--- config.mk ---
export PLATFORM = sky130hd
export DESIGN_NAME = apb_router_to_flat
export DESIGN_NICKNAME = d
export VERILOG_FILES = /design/src/rtl/apb_router_to_if.sv /design/src/rtl/apb_router_to.sv /design/src/flat_wrapper.sv
export SDC_FILE = /design/constraint.sdc
export NUM_CORES = 1
export LEC_CHECK = 0
export CAP_MARGIN = 0
export CORE_AREA = 2 2 160 162
export DETAILED_ROUTE_END_ITERATION = 8
export DIE_AREA = 0 0 162 164
export HOLD_SLACK_MARGIN = 0.02
export PLACE_DENSITY = 0.73
export SKIP_CTS_REPAIR_TIMING = 1
export SYNTH_ARGS = -nofsm -noshare
export SYNTH_HDL_FRONTEND = slang
export SYNTH_SLANG_ARGS = --single-unit
--- constraint.sdc ---
create_clock -name pclk -period 4.7 [get_ports pclk]
set_input_delay 0.94 -clock pclk [delete_from_list [all_inputs] [get_ports pclk]]
set_output_delay 0.94 -clock pclk [all_outputs]
set_load 0.05 [all_outputs]
--- src/rtl/apb_router_to_if.sv ---
// APB router bus bundle: upstream master-side signals plus the shared
// downstream slave-side signals. The router uses the slave modport; the
// environment (system bridge and peripherals) uses the master modport.
interface apb_router_to_if #(
  parameter int SLV_C = 4,
  parameter int A_W   = 16,
  parameter int D_W   = 32
);
  // upstream APB (router acts as a slave here)
  logic [A_W-1:0]       paddr;
  logic [D_W-1:0]       pwdata;
  logic                 psel;
  logic                 pwrite;
  logic                 penable;
  logic [D_W-1:0]       prdata;
  logic                 pready;
  logic                 pslverr;
  // downstream APB (router acts as a master here)
  logic [A_W-1:0]       paddr_s;
  logic [D_W-1:0]       pwdata_s;
  logic                 pwrite_s;
  logic [SLV_C-1:0]     psel_s;
  logic                 penable_s;
  logic [SLV_C*D_W-1:0] prdata_s;
  logic [SLV_C-1:0]     pready_s;
  logic [SLV_C-1:0]     pslverr_s;

  modport slave (
    input  paddr, pwdata, psel, pwrite, penable,
    input  prdata_s, pready_s, pslverr_s,
    output prdata, pready, pslverr,
    output paddr_s, pwdata_s, pwrite_s, psel_s, penable_s
  );

  modport master (
    output paddr, pwdata, psel, pwrite, penable,
    output prdata_s, pready_s, pslverr_s,
    input  prdata, pready, pslverr,
    input  paddr_s, pwdata_s, pwrite_s, psel_s, penable_s
  );
endinterface

--- src/rtl/apb_router_to.sv ---
// APB router with per-slave base/mask decode windows. Each master transfer is
// registered and replayed on the slave side with its own setup/access phases.
// Unmapped addresses and slaves that stay busy past the timeout limit are
// completed with pslverr so the upstream bus never stalls.
module apb_router_to #(
  parameter int SLV_C = 4,
  parameter int A_W   = 16,
  parameter int D_W   = 32,
  parameter int TO_W  = 8
) (
  input  logic                 pclk,
  input  logic                 preset,
  input  logic [SLV_C*A_W-1:0] paddr_base,
  input  logic [SLV_C*A_W-1:0] paddr_msk,
  input  logic [TO_W-1:0]      pto_lim,
  apb_router_to_if.slave       bus
);
  localparam int IDX_W = (SLV_C > 1) ? $clog2(SLV_C) : 1;

  typedef enum logic [1:0] {IDLE, SETUP, ACCESS, RESP} state_t;

  state_t           state;
  logic [IDX_W-1:0] sel_idx;
  logic [IDX_W-1:0] dec_idx;
  logic             hit;
  logic             dec_hit;
  logic [TO_W-1:0]  to_cnt;
  logic             to_hit;
  logic [A_W-1:0]   paddr_r;
  logic [D_W-1:0]   pwdata_r;
  logic             pwrite_r;
  logic [SLV_C-1:0] psel_r;
  logic             penable_r;
  logic [D_W-1:0]   prdata_r;
  logic             pready_r;
  logic             pslverr_r;
  logic             sel_ready;
  logic             sel_err;
  logic [D_W-1:0]   sel_rdata;

  // Address decode; scanning downwards lets the lowest matching index win.
  always_comb begin
    dec_hit = 1'b0;
    dec_idx = '0;
    for (int i = SLV_C - 1; i >= 0; i--) begin
      if ((bus.paddr & paddr_msk[i*A_W +: A_W]) ==
          (paddr_base[i*A_W +: A_W] & paddr_msk[i*A_W +: A_W])) begin
        dec_hit = 1'b1;
        dec_idx = IDX_W'(i);
      end
    end
  end

  // Response mux of the latched slave; other slaves' ready lines are ignored.
  always_comb begin
    sel_ready = 1'b0;
    sel_err   = 1'b0;
    sel_rdata = '0;
    for (int i = 0; i < SLV_C; i++) begin
      if (sel_idx == IDX_W'(i)) begin
        sel_ready = hit & bus.pready_s[i];
        sel_err   = bus.pslverr_s[i];
        sel_rdata = bus.prdata_s[i*D_W +: D_W];
      end
    end
  end

  // Limit is read live, so a change during ACCESS applies at the next compare.
  assign to_hit = (pto_lim != '0) && (to_cnt == pto_lim - TO_W'(1));

  // Transfer FSM with all bus outputs registered.
  always_ff @(posedge pclk or posedge preset) begin
    if (preset) begin
      state     <= IDLE;
      sel_idx   <= '0;
      hit       <= 1'b0;
      to_cnt    <= '0;
      paddr_r   <= '0;
      pwdata_r  <= '0;
      pwrite_r  <= 1'b0;
      psel_r    <= '0;
      penable_r <= 1'b0;
      prdata_r  <= '0;
      pready_r  <= 1'b0;
      pslverr_r <= 1'b0;
    end else begin
      pready_r <= 1'b0;
      unique case (state)
        IDLE: begin
          // psel with penable already high is a protocol error and is ignored
          if (bus.psel && !bus.penable) begin
            paddr_r  <= bus.paddr;
            pwdata_r <= bus.pwdata;
            pwrite_r <= bus.pwrite;
            sel_idx  <= dec_idx;
            hit      <= dec_hit;
            to_cnt   <= '0;
            if (dec_hit) begin
              psel_r <= SLV_C'(1) << dec_idx;
              state  <= SETUP;
            end else begin
              prdata_r  <= '0;
              pslverr_r <= 1'b1;
              pready_r  <= 1'b1;
              state     <= RESP;
            end
          end
        end
        SETUP: begin
          penable_r <= 1'b1;
          state     <= ACCESS;
        end
        ACCESS: begin
          // slave response takes priority over a coincident timeout
          if (sel_ready) begin
            prdata_r  <= sel_rdata;
            pslverr_r <= sel_err;
            psel_r    <= '0;
            penable_r <= 1'b0;
            pready_r  <= 1'b1;
            state     <= RESP;
          end else if (to_hit) begin
            prdata_r  <= '0;
            pslverr_r <= 1'b1;
            psel_r    <= '0;
            penable_r <= 1'b0;
            pready_r  <= 1'b1;
            state     <= RESP;
          end else begin
            to_cnt <= to_cnt + TO_W'(1);
          end
        end
        RESP: begin
          state <= IDLE;
        end
        default: begin
          state <= IDLE;
        end
      endcase
    end
  end

  assign bus.paddr_s   = paddr_r;
  assign bus.pwdata_s  = pwdata_r;
  assign bus.pwrite_s  = pwrite_r;
  assign bus.psel_s    = psel_r;
  assign bus.penable_s = penable_r;
  assign bus.prdata    = prdata_r;
  assign bus.pready    = pready_r;
  assign bus.pslverr   = pslverr_r;
endmodule

--- src/flat_wrapper.sv ---
// flat-port wrapper written by rule: the top's interface ports become plain ports
module apb_router_to_flat 
#(
  parameter int SLV_C = 4,
  parameter int A_W   = 16,
  parameter int D_W   = 32,
  parameter int TO_W  = 8
)
  (pclk, preset, paddr_base, paddr_msk, pto_lim, bus_paddr, bus_pwdata, bus_psel, bus_pwrite, bus_penable, bus_prdata_s, bus_pready_s, bus_pslverr_s, bus_prdata, bus_pready, bus_pslverr, bus_paddr_s, bus_pwdata_s, bus_pwrite_s, bus_psel_s, bus_penable_s);
  apb_router_to_if #(.SLV_C(SLV_C), .A_W(A_W), .D_W(D_W)) bus_i ();
  input  logic pclk;
  input  logic preset;
  input  logic [SLV_C*A_W-1:0] paddr_base;
  input  logic [SLV_C*A_W-1:0] paddr_msk;
  input  logic [TO_W-1:0] pto_lim;
  input wire logic [$bits(bus_i.paddr)-1:0] bus_paddr;
  input wire logic [$bits(bus_i.pwdata)-1:0] bus_pwdata;
  input wire logic [$bits(bus_i.psel)-1:0] bus_psel;
  input wire logic [$bits(bus_i.pwrite)-1:0] bus_pwrite;
  input wire logic [$bits(bus_i.penable)-1:0] bus_penable;
  input wire logic [$bits(bus_i.prdata_s)-1:0] bus_prdata_s;
  input wire logic [$bits(bus_i.pready_s)-1:0] bus_pready_s;
  input wire logic [$bits(bus_i.pslverr_s)-1:0] bus_pslverr_s;
  output wire logic [$bits(bus_i.prdata)-1:0] bus_prdata;
  output wire logic [$bits(bus_i.pready)-1:0] bus_pready;
  output wire logic [$bits(bus_i.pslverr)-1:0] bus_pslverr;
  output wire logic [$bits(bus_i.paddr_s)-1:0] bus_paddr_s;
  output wire logic [$bits(bus_i.pwdata_s)-1:0] bus_pwdata_s;
  output wire logic [$bits(bus_i.pwrite_s)-1:0] bus_pwrite_s;
  output wire logic [$bits(bus_i.psel_s)-1:0] bus_psel_s;
  output wire logic [$bits(bus_i.penable_s)-1:0] bus_penable_s;
  assign bus_i.paddr = bus_paddr;
  assign bus_i.pwdata = bus_pwdata;
  assign bus_i.psel = bus_psel;
  assign bus_i.pwrite = bus_pwrite;
  assign bus_i.penable = bus_penable;
  assign bus_i.prdata_s = bus_prdata_s;
  assign bus_i.pready_s = bus_pready_s;
  assign bus_i.pslverr_s = bus_pslverr_s;
  assign bus_prdata = bus_i.prdata;
  assign bus_pready = bus_i.pready;
  assign bus_pslverr = bus_i.pslverr;
  assign bus_paddr_s = bus_i.paddr_s;
  assign bus_pwdata_s = bus_i.pwdata_s;
  assign bus_pwrite_s = bus_i.pwrite_s;
  assign bus_psel_s = bus_i.psel_s;
  assign bus_penable_s = bus_i.penable_s;
  apb_router_to #(.SLV_C(SLV_C), .A_W(A_W), .D_W(D_W), .TO_W(TO_W)) u_core (.pclk(pclk), .preset(preset), .paddr_base(paddr_base), .paddr_msk(paddr_msk), .pto_lim(pto_lim), .bus(bus_i));
endmodule
==> metrics.yaml <==
placed_design:
  port_buffers: 412
  dp.cells: 1333
  gp_congestion: 0.865
  hpwl_um: 22100
setup_path:
  reg2reg_depth: 6
  crit_arrival_ps: 3820
  critPathLaunchType: "primary input"
  critPathBufInv: 2
  rr_endpoint: "u_core.to_cnt[2]$_DFFE_PP0P_"
  crit_cells: 9
  cp.required_ps: 4930
  cp_top_family: "buffers and inverters"
  max_stage_delay_ps: 610
  crit_path_top_delay_cell: "clkdlybuf4s50_1"
  crit_fanout: 33
  path_class: "in -> reg"
  cp-end-kind: "register"
  path_cells: "clkdlybuf4s50_1 -> xor2_1 -> a22oi_1 -> nand4_1 -> nor2_1 -> nor4_4 -> o221ai_4 -> buf_12 -> mux2_2"
  r2r_start: "u_core.sel_idx[1]$_DFFE_PP0P_"
  r2r_setup_slack_ps: 1790
sta:
  fin_crit_sh_pct: 76.2
  fin_setup_tns_ps: 0
  rsz0062_at_grt: "false"
  whs_ps: 477
  slew_viol_final: 0
  fmax_mhz: 279
  fin_skew_ps: 11.2
  hold_viol: 0
  final.min_clock_period_ps: 3580
  setup_viol: 0
  slew_headroom_pct: 35.3
  tightest_slew_ps: 971
grt:
  antenna_found_initial: 2
  use_met3_pct: 5.20
  grt_busiest_layer: "met2"
  grt_pass1_wl_um: 39000
  grt-ovfl-total: 0
  grt_max_degree: 52
  grt_pass1_vias: 6587
  grtUsageMet1_pct: 20.7
  grt_usage_pct: 19.6
  use_met2_pct: 36.2
routing:
  wirelength_um: 27000
  drc: 0
  drt_iter0_markers: 281
  wl_per_cell_um: 20.0
  vias: 6320
  firstDrtPassIters: 4
  ant_nets: 0
  avgViaCountPerCell: 4.68
yosys:
  synth.distinct_cells: 52
  muxShareOfSynthArea_pct: 20.0
  ys_ff_latch: 101
  synth_async_sr_flop_share_pct: 100
  syn_inst: 630
  synth_xor_area_share_pct: 9.79
  synth_top_area_share_pct: 38.7
  yosys.area.top_type: "dfrtp_1"
  syn_nets: 961
  ys_warn_count: 0
  yosys.area_share.adder_pct: 1.15
  yosysSeqAreaShare_pct: 38.7
  synth_top_family_by_area: "multiplexers"
  synth_ff_type: "dfrtp_1"
  synth-simple-area-share_pct: 17.5
  syn_area_per_cell_um2: 10.4
  synth_area_leaders: "dfrtp_1, mux4_2, nand2_1"
  synth_compound_area_share_pct: 8.70
  synth-edff-count: 0
  synthesis.area_um2: 6530
die:
  start_util_pct: 26.3
  fp.dieH_um: 164
  die-width_um: 162
  ioPinCount: 413
  core_area_um2: 24800
  row_count: 58
  die_area_um2: 26600
hold_path:
  hold_class: "reg -> reg"
  hp-start: "u_core.bus.paddr_s[5]$_DFFE_PP0P_"
  min_delay_worst_endpoint: "u_core.bus.paddr_s[5]$_DFFE_PP0P_"
  min_path_cells: 2
outcome:
  status: "finished clean"
clock_tree:
  cts_sinks: 101
  path_clk_slew_ps: 70
  cts_tree: "done"
  clk_path_buf_depth: 2
  numCtsBuffers: 9
  cts_root_buf: "clkbuf_16"
  h-tree-depth: 3
  clock_latency_ps: 360
job:
  max_cap_viol_count: 0
finish:
  stdcell_count: 1351
  num-fill-cells: 2396
  final_nets: 1345
  synthToLayoutAreaGrowth_pct: 71.8
  layout-drive-gt1-share_pct: 10.4
pwr:
  power.density_nw_per_um2: 473
  ir_drop_v: 0.000307
  p_leak_nw: 4.73
==> power by group <==
group / leakage [nW] / total [mW] / switching [mW] / internal (mW)
clock network: 0.142 / 0.763 / 0.388 / 0.375
registers: 1.31 / 1.40 / 0.198 / 1.20
logic: 3.28 / 3.15 / 1.90 / 1.25
==> synthesized netlist by cell type (2+ instances only) <==
library cell / n
nor4b_1: 3
xor2_1: 67
buf_1: 4
ha_1: 6
nor3_1: 4
clkbuf_1: 21
nand2_1: 157
o211ai_1: 2
nand3_1: 6
mux4_2: 34
and3_1: 4
buf_2: 17
xnor2_1: 6
a21oi_1: 8
nor2b_1: 2
mux2_4: 29
a22oi_1: 32
nand2b_1: 4
mux2_2: 5
buf_6: 4
mux2i_1: 5
dfrtp_1: 101
and2_1: 34
inv_1: 12
nor2_1: 10
or3_1: 5
or2_2: 2
o21bai_1: 2
o21ai_0: 13
nand4_1: 8
nor4_4: 2
==> tightest hold or removal path: cells and delay by family (launching register included) <==
family           cells  cell delay (ps)
and+or+nand+nor      2              100
DFF                  1              350
==> how the worst max path moves through the flow <==
stage / start / endpoint / slack, ps
2_1_floorplan: preset / u_core.bus.paddr_s[0]$_DFFE_PP0P_ / 1110
3_3_place_gp: bus_paddr[10] / u_core.bus.prdata[31]$_DFFE_PP0P_ / 810
3_5_place_dp: bus_paddr[10] / u_core.bus.prdata[31]$_DFFE_PP0P_ / 750
4_1_cts: bus_paddr[10] / u_core.bus.prdata[31]$_DFFE_PP0P_ / 1120
5_1_grt: bus_paddr[11] / u_core.bus.prdata[31]$_DFFE_PP0P_ / 960
6_report: bus_paddr[10] / u_core.bus.prdata[31]$_DFFE_PP0P_ / 1120
==> layout by cell type, fill, tap and decap left out, types with 8 or more instances in the layout <==
master and n:
a21oi_1 8, a22oi_1 32, and2_1 34, clkbuf_16 9, clkdlybuf4s50_1 412, dfrtp_1 100, inv_1 11, mux2_4 29
mux4_2 34, nand2_1 157, nand4_1 8, nor2_1 10, o21ai_0 13, xor2_1 67
==> through the flow <==
step	instance area, µm²	worst slack (ps)	utilization, %	total power, mW
floorplan	6530	1110	-	3.40
global placement	10900	811	44.0	4.53
detailed placement	10900	751	44.0	4.57
CTS	11200	1120	45.2	5.36
global route	11200	958	45.2	5.57
finish	11200	1120	45.2	5.31
==> state kept, by name, summed over array words and instances (netlist names) <==
name                  count
u_core.sel_idx            2
u_core.bus.prdata        32
u_core.bus.penable_s      1
u_core.bus.pwdata_s      32
u_core.state              2
u_core.to_cnt             8
u_core.bus.paddr_s       16
u_core.bus.pwrite_s       1
u_core.hit                1
u_core.bus.pslverr        1
u_core.bus.pready         1
u_core.bus.psel_s         4
==> logic make-up after synthesis <==
logic type               after synthesis
adder cells (fa/ha/maj)                6
flip-flops                           101
multiplexers                          73
AND/OR/NAND/NOR                      244
AO/OA/AOI/OAI                         75
XOR/XNOR                              73
buffers and inverters                 58
==> routing by layer <==
| layer | up-vias | wire length, µm |
|---|---|---|
| met2 | 313 | 13900 |
| li1 | 2952 | - |
| met4 | 0 | 1100 |
| met5 | - | 0 |
| met1 | 3013 | 9730 |
| met3 | 42 | 2290 |
==> cell type report <==
type                            instances  area, µm²  area share, %
Inverter                               12       47.5          0.424
Sequential cell                       101       2530           22.6
Clock buffer                            9        225           2.01
Timing Repair Buffer                  419       4190           37.4
Tap cell                              330        413           3.68
Multi-Input combinational cell        471       3740           33.3
Clock inverter                          7       67.6          0.603
Antenna cell                            2       5.00         0.0446
(Power assumes the default switching activity.)
